## src/rtl/db15_pkg.sv

```systemverilog
// Shared types and constants for the DB15 two-player serial pad reader.
// Frames are 32 raw active-low bits: player 1 in [15:0], player 2 in [31:16].
package db15_pkg;

    typedef enum logic [2:0] {
        IDLE     = 3'd0,
        LOAD     = 3'd1,
        SHIFT_LO = 3'd2,
        SHIFT_HI = 3'd3,
        DONE     = 3'd4
    } db15_state_e;

    localparam int FRAME_BITS = 32;
    localparam int PAD_BITS   = 16;

    localparam int BIT_R = 0;
    localparam int BIT_L = 1;
    localparam int BIT_D = 2;
    localparam int BIT_U = 3;

    // Active-high button word of one player (0 or 1) out of an active-low raw frame.
    function automatic logic [PAD_BITS-1:0] pad_of(input logic [FRAME_BITS-1:0] frame,
                                                   input int player);
        return ~frame[player*PAD_BITS +: PAD_BITS];
    endfunction

endpackage

```

## src/rtl/db15_tick_gen.sv

```systemverilog
// Protocol prescaler: a registered one-clk tick every CLK_DIV clocks (CLK_DIV >= 4).
module db15_tick_gen #(
    parameter int CLK_DIV = 24
) (
    input  logic clk_i,
    input  logic reset_i,
    output logic tick_o
);

    localparam int CW = $clog2(CLK_DIV);

    logic [CW-1:0] cnt_q;
    logic          tick_q;

    // Counter 0..CLK_DIV-1; tick_q is high exactly while the count sits at CLK_DIV-1.
    always_ff @(posedge clk_i) begin
        if (reset_i) begin
            cnt_q  <= '0;
            tick_q <= 1'b0;
        end else begin
            if (cnt_q == CW'(CLK_DIV - 1)) begin
                cnt_q <= '0;
            end else begin
                cnt_q <= cnt_q + CW'(1);
            end
            tick_q <= (cnt_q == CW'(CLK_DIV - 2));
        end
    end

    assign tick_o = tick_q;

endmodule

```

## src/rtl/db15_serial_reader.sv

```systemverilog
// Polls a daisy-chained 74HC165 DB15 adapter and publishes two debounced
// active-high 16-bit button words, one per player.
module db15_serial_reader
    import db15_pkg::*;
#(
    parameter int CLK_DIV    = 24,
    parameter int POLL_TICKS = 1000,
    parameter int DEBOUNCE   = 1
) (
    input  logic        clk,
    input  logic        reset,
    input  logic        enable,
    input  logic        joy_data,
    output logic        joy_clk,
    output logic        joy_load,
    output logic [15:0] joystick1,
    output logic [15:0] joystick2,
    output logic        frame_done
);

    localparam int IW = (POLL_TICKS > 1) ? $clog2(POLL_TICKS) : 1;

    db15_state_e           state_q;
    logic [IW-1:0]         idle_cnt_q;
    logic [4:0]            bit_idx_q;
    logic [FRAME_BITS-1:0] raw_q;
    logic [FRAME_BITS-1:0] prev_q;
    logic [PAD_BITS-1:0]   joystick1_q;
    logic [PAD_BITS-1:0]   joystick2_q;
    logic                  joy_clk_q;
    logic                  joy_load_q;
    logic                  frame_done_q;
    logic                  data_meta_q;
    logic                  data_sync_q;
    logic                  tick_s;
    logic                  publish_s;

    db15_tick_gen #(
        .CLK_DIV (CLK_DIV)
    ) u_tick (
        .clk_i   (clk),
        .reset_i (reset),
        .tick_o  (tick_s)
    );

    // Two-stage synchronizer for the asynchronous adapter data line (idles high).
    always_ff @(posedge clk) begin
        if (reset) begin
            data_meta_q <= 1'b1;
            data_sync_q <= 1'b1;
        end else begin
            data_meta_q <= joy_data;
            data_sync_q <= data_meta_q;
        end
    end

    assign publish_s = (DEBOUNCE == 0) || (raw_q == prev_q);

    // Frame sequencer: load strobe, 32 shift clocks, then a one-clk publish step.
    always_ff @(posedge clk) begin
        if (reset) begin
            state_q      <= IDLE;
            idle_cnt_q   <= IW'(POLL_TICKS - 1);
            bit_idx_q    <= 5'd0;
            raw_q        <= '1;
            prev_q       <= '1;
            joystick1_q  <= '0;
            joystick2_q  <= '0;
            joy_clk_q    <= 1'b0;
            joy_load_q   <= 1'b1;
            frame_done_q <= 1'b0;
        end else begin
            frame_done_q <= 1'b0;
            case (state_q)
                IDLE: begin
                    joy_load_q <= 1'b1;
                    joy_clk_q  <= 1'b0;
                    if (tick_s && enable) begin
                        if (idle_cnt_q == IW'(POLL_TICKS - 1)) begin
                            idle_cnt_q <= '0;
                            joy_load_q <= 1'b0;
                            state_q    <= LOAD;
                        end else begin
                            idle_cnt_q <= idle_cnt_q + IW'(1);
                        end
                    end
                end
                LOAD: begin
                    if (tick_s) begin
                        joy_load_q <= 1'b1;
                        bit_idx_q  <= 5'd0;
                        state_q    <= SHIFT_LO;
                    end
                end
                SHIFT_LO: begin
                    if (tick_s) begin
                        raw_q[bit_idx_q] <= data_sync_q;
                        joy_clk_q        <= 1'b1;
                        state_q          <= SHIFT_HI;
                    end
                end
                SHIFT_HI: begin
                    if (tick_s) begin
                        joy_clk_q <= 1'b0;
                        if (bit_idx_q == 5'd31) begin
                            state_q <= DONE;
                        end else begin
                            bit_idx_q <= bit_idx_q + 5'd1;
                            state_q   <= SHIFT_LO;
                        end
                    end
                end
                DONE: begin
                    // Both players update together so the mux never sees a half-new frame.
                    frame_done_q <= 1'b1;
                    if (publish_s) begin
                        joystick1_q <= pad_of(raw_q, 0);
                        joystick2_q <= pad_of(raw_q, 1);
                    end
                    prev_q     <= raw_q;
                    idle_cnt_q <= '0;
                    state_q    <= IDLE;
                end
                default: begin
                    joy_clk_q  <= 1'b0;
                    joy_load_q <= 1'b1;
                    state_q    <= IDLE;
                end
            endcase
        end
    end

    assign joy_clk    = joy_clk_q;
    assign joy_load   = joy_load_q;
    assign joystick1  = joystick1_q;
    assign joystick2  = joystick2_q;
    assign frame_done = frame_done_q;

endmodule

```

## config.mk

```make
export PLATFORM = sky130hd
export DESIGN_NAME = db15_serial_reader
export DESIGN_NICKNAME = d
export VERILOG_FILES = /design/src/rtl/db15_pkg.sv /design/src/rtl/db15_tick_gen.sv /design/src/rtl/db15_serial_reader.sv
export SDC_FILE = /design/constraint.sdc
export NUM_CORES = 1
export LEC_CHECK = 0
export CELL_PAD_IN_SITES_DETAIL_PLACEMENT = 1
export CELL_PAD_IN_SITES_GLOBAL_PLACEMENT = 1
export CORE_MARGIN = 2
export CORE_UTILIZATION = 49
export CTS_BUF_LIST = sky130_fd_sc_hd__clkbuf_16
export DETAILED_ROUTE_END_ITERATION = 8
export HOLD_SLACK_MARGIN = 0.08
export PLACE_DENSITY_LB_ADDON = 0.2
export SLEW_MARGIN = 0
export SYNTH_ARGS = -nofsm -noshare
export SYNTH_HDL_FRONTEND = slang
export SYNTH_SLANG_ARGS = --single-unit
```

## constraint.sdc

```tcl
create_clock -name clk -period 4.9 [get_ports clk]
set_clock_uncertainty 0.1 [all_clocks]
set_input_delay 0.98 -clock clk [delete_from_list [all_inputs] [get_ports clk]]
set_output_delay 0.98 -clock clk [all_outputs]
set_load 0.01 [all_outputs]
```

---- After elaboration in Yosys (flattened, before gate mapping) ----
Cells that the tools add are included.
Widths: inputs -> output; s select.
storage, ports and cells
  register bits after elaboration ......... 125
  bits in latches ......................... 0
  RAM bits ................................ 0
  memory bits (read-only) ................. 0
  input bits .............................. 4
  word-level logic and storage cells ...... 77
  memories kept ........................... 0
operators by class
  $add $sub $neg .......................... 3
  multipliers ............................. 0
  divide/modulo/power cells ............... 0
  order comparisons ....................... 2
  equal/unequal tests ..................... 15
  shift operators ......................... 0
  mux-type cells .......................... 24
  bitwise gates (word level) .............. 4
  reductions and logical operators ........ 15
operators by type and width
  operator               number
  $bwmux 32              1
  $eq 32x32->1           1
  $not 16->16            2
  $mux 10                2
  $pmux 10 s2            1
  $mux 3                 6
  $eq 5x5->1 const B     3
  $mux 5                 3
  $pmux 3 s4             1
  $add 10x1->10 const B  1
  $add 5x1->5 const B    2
  $eq 10x10->1 const B   1
  $pmux 5 s2             1
  $reduce_and 2->1       4
  $eq 3x2->1 const B     2
  $lt 5x6->1 const B     1
  $mux 1                 6
  $ne 2x1->1 const B     3
  $ne 2x2->1 const B     3
  $pmux 1 s3             2
  $demux 1 s5            1
  $ge 5x1->1 const B     1
  $reduce_and 5->1       1
  $reduce_and 4->1       1
  9 further kinds        13

---- Depth between registers and ports, before layout ----
  word-level depth ........................ 5
  mapped depth ............................ 8
  depth with buffers taken out ............ 8

---- By module ----
Synthesis repeated with hierarchy kept, for this count alone.
second synthesis, totals
  cells, all modules ...................... 595
  area, all modules ....................... 5621.6 sq um
modules (own cells, without submodules)
  module              instances  cells each  area an instance (sq um)  sequential area each (sq um)
  db15_serial_reader  1          571         5390.2                    2382.3
  db15_tick_gen       1          24          231.5                     120.1

---- Least setup slack after synthesis ----
No wires, ideal clock.
  kind .................................... input -> register
  from .................................... in enable
  to ...................................... reg idle_cnt_q[9]
  library setup time ...................... 0.122 ns
  arrival time ............................ 2.143 ns
  setup slack ............................. 2.534 ns
  stages .................................. 5
  path buffers ............................ 0
  cell sequence ........................... a21oi_1 -> nand4b_1 -> or3_1 -> a21o_1 -> a311o_1
on the way
  word-level cells in the longest chain between the ends .. 3
ends and longest elaborated chain
  item                               RTL line                  RTL
  start, declared                    db15_serial_reader.sv:12  input logic enable,
  $logic_and 1x1->1                  db15_serial_reader.sv:78  if (tick_s && enable) begin
  $ne 2x2->1 (no source line)        -
  $reduce_and 2->1 (no source line)  -
  end signal, assigned               db15_serial_reader.sv:63  idle_cnt_q <= IW'(POLL_TICKS - 1);
  end signal, assigned               db15_serial_reader.sv:84  idle_cnt_q <= idle_cnt_q + IW'(1);
  end, declared                      db15_serial_reader.sv:24  logic [IW-1:0] idle_cnt_q;
No other way between the ends.
A chain may end at the register's enable or synchronous reset.

---- Worst setup path after layout ----
  from .................................... reg raw_q[23]
  to ...................................... reg joystick1_q[5] (netlist: joystick1[5])
on the way
  word-level cells in the longest chain between the ends .. 2
ends and longest elaborated chain
  item                               RTL line                   RTL
  start, declared                    db15_serial_reader.sv:26   logic [FRAME_BITS-1:0] raw_q;
  start signal, assigned by index    db15_serial_reader.sv:97   raw_q[bit_idx_q] <= data_sync_q;
  $eq 32x32->1                       db15_serial_reader.sv:57   assign publish_s = (DEBOUNCE == 0) || (raw_q == prev_q);
  $reduce_and 2->1 (no source line)  -
  end signal, assigned               db15_serial_reader.sv:117  joystick1_q <= pad_of(raw_q, 0);
  end, declared                      db15_serial_reader.sv:28   logic [PAD_BITS-1:0] joystick1_q;
No other way between the ends.

==> results by group <==
Drt
  • Average wire per standard cell: 17.8 um
  • Total Wirelength: 13,800 um
  • Drt pass-1 iters: 4
  • Antenna Nets Post-Route: 0
  • Vias: 4,356
  • # DRC: 0
  • First DRT Iteration DRCs: 223
  • Vias per cell: 5.62

Timing
  • Final min period: 2.93 ns
  • Tightest Pin Transition: 1.30 ns
  • Slew Limit Fails: 0
  • Part of the cycle the worst path needs: 0.597
  • RSZ-0062 raised after global routing: no
  • Relative slew slack: 0.131
  • Hold Fails Final Rpt: 0
  • Fmax: 0.342 GHz
  • Final setup fails: 0
  • Fin Setup TNS: 0 ns

Layout
  • Final instance area: 6510 um^2
  • Nets: 636
  • Share of cells above drive strength 1: 0.101
  • Antenna diodes: 0
  • Final Core Density: 0.572
  • Syn-to-layout area delta: 15.0%

Global route
  • First-pass GRT wire length: 22,900 um
  • Grt ovf: 0
  • Initial antenna violation count: 0
  • All-Layer GR Usage: 0.232
  • Vias in the first global route: 4,584
  • Largest net degree at the start of global routing: 88

Flow run
  • Max cap viols: 0

Clock tree
  • Clock slew at reported path FFs: 0.05 ns
  • Clk sinks: 125
  • Clock Latency Late Sink: 0.42 ns
  • CTS max path bufs: 2
  • CTS buffer count: 17
  • H-tree depth: 4
  • CTS resizes: 0
  • CTS tree: built
  • Cts hold-fix bufs: 0
  • Number of setup buffers added after CTS: 0
  • Root buffer cell: clkbuf_16

Setup path
  • Slowest-stage cell, CP: nor4_4
  • Crit. End Element: flip-flop
  • Worst-path maximum fanout: 20
  • Endpoint of the worst register-to-register path: joystick1[5]$_SDFFE_PP0P_
  • Worst EP required: 5.10 ns
  • Worst path depth: 6
  • CP endpoint: joystick1[5]$_SDFFE_PP0P_
  • R2R setup slack: 1.97 ns
  • Setup crit start: raw_q[23]$_SDFFE_PP1P_
  • Reg2Reg Depth: 6
  • Crit path cell chain: xor2_1 -> nor4_1 -> nand4_1 -> nor4_4 -> buf_4 -> mux2_2
  • Critical path buffer and inverter count: 1
  • Largest delay share family, worst path: simple AND/OR/NAND/NOR gates
  • WP data arrival: 3.13 ns
  • Critical path class: reg -> reg
  • R2R Path Start: raw_q[23]$_SDFFE_PP1P_
  • CP max stage delay: 0.66 ns
  • Startpoint type of the worst setup path: flip-flop

Power and ir drop
  • Peak VDD IR: 0.200 mV
  • Leak Pwr: 2.62 nW
  • PwrDens: 321 nW/um^2

Floorplan
  • Starting Density: 0.498
  • Die H: 111 um
  • Row Count: 39
  • Die Width: 111 um
  • Core area: 11,400 um^2
  • Top Ports: 39
  • Die area: 12,400 um^2

Synth
  • Synth async-reset ratio: 0
  • Most frequent cell after synthesis: dfxtp_1
  • FF+latch count, synth: 125
  • Synth area leader: dfxtp_1
  • Post-synth net total: 621
  • Cell Area, Synth: 5660 um^2
  • Dominant synthesized flop cell: dfxtp_1
  • Synth warn: 0
  • Post-synth EDFFs: 0
  • Netlist cell types: 42
  • Average cell area after synthesis: 9.29 um^2
  • Sequential fraction of the synthesis area: 0.442
  • Synth cell count leaders: 125 x dfxtp_1, 78 x nand2_1, 57 x nor2_1
  • Top cells by area, synth: dfxtp_1 44%, mux2_2 6.4%, a311o_1 5.8%
  • Post-synthesis cell count: 609
  • Area fraction of the dominant cell type after synthesis: 0.442

Run status
  • Status: complete, no violations

Placement
  • Dpl hpwl: 8840 um
  • Placer congestion estimate: 0.804
  • Placed Area: 6040 um^2
  • Port Buffers: 38

Worst hold path
  • Worst hold path depth: 1
  • Worst Hold Class: reg -> reg
state kept, by name (all words and copies together), names as in the netlist:
name,cells
prev_q,32
raw_q,32
joystick1,16
joystick2,16
idle_cnt_q,10
bit_idx_q,5
u_tick.cnt_q,5
state_q,3
data_meta_q,1
data_sync_q,1
frame_done,1
joy_clk,1
joy_load,1
u_tick.tick_o,1
per-layer routing:
metal / share of wire / vias up / GRT usage
met4: 0.019 / 0 / 0.0930
met5: 0 / - / 0
met1: 0.47 / 2158 / 0.293
met2: 0.48 / 59 / 0.386
met3: 0.026 / 18 / 0.0528
li1: - / 2121 / -
cells in the final DEF, fill, tap and decap left out, drive strengths merged, types with 11 or more instances in the layout:
cell type / instances
clkbuf: 17
xor2: 31
dfxtp: 125
nand2: 78
nor2: 58
clkdlybuf4s50: 37
nand3b: 32
a21boi: 32
a311o: 33
mux2: 32
inv: 11
nor2b: 34
per-stage QoR:
stage / total power, W / hold WS, ns / worst slack (ns) / std cells
detailed placement: 0.00108 / 0.306 / 1.83 / 748
finish: 0.00209 / 0.316 / 1.97 / 775
global route: 0.00215 / 0.322 / 1.75 / 775
global placement: 0.00108 / 0.292 / 1.91 / 748
CTS: 0.00211 / 0.321 / 1.98 / 775
floorplan: 0.00107 / 0.289 / 2.53 / 609
how the worst min path moves through the flow:
stage                                      start                      to  slack, ns
after floorplan           data_meta_q$_SDFF_PP1_  data_sync_q$_SDFF_PP1_       0.29
after global placement    data_meta_q$_SDFF_PP1_  data_sync_q$_SDFF_PP1_       0.29
after detailed placement  data_meta_q$_SDFF_PP1_  data_sync_q$_SDFF_PP1_       0.31
after CTS                 data_meta_q$_SDFF_PP1_  data_sync_q$_SDFF_PP1_       0.32
after global routing      data_meta_q$_SDFF_PP1_  data_sync_q$_SDFF_PP1_       0.32
final                     data_meta_q$_SDFF_PP1_  data_sync_q$_SDFF_PP1_       0.32
logic make-up (layout without fill, tap and decap cells):
| logic type | count (synthesis) | count (layout) | synth area share |
|---|---|---|---|
| simple gates | 258 | 258 | 0.237 |
| fa+ha+maj | 8 | 8 | 0.0177 |
| xor+xnor | 41 | 41 | 0.0634 |
| compound gates | 93 | 93 | 0.133 |
| buf+inv | 52 | 75 | 0.0427 |
| flops | 125 | 125 | 0.442 |
| mux | 32 | 32 | 0.0637 |
area by class of cell:
type                       instances  area [um^2]
fill                            1297         4860
inverter                           6         22.5
timing repair buffer              42          420
multi-input combinational        432         2920
sequential                       125         2500
clock inverter                    10         42.5
tap                              143          179
clock buffer                      17          425
power by group:
part,internal (W),switching (W),leakage (nW)
clock,0.000612,0.000417,0.253
sequential,0.00102,0.00000592,1.01
combinational,0.0000128,0.0000219,1.35
total,0.00165,0.000445,2.62
No activity file was read; power rests on OpenSTA's default activity.
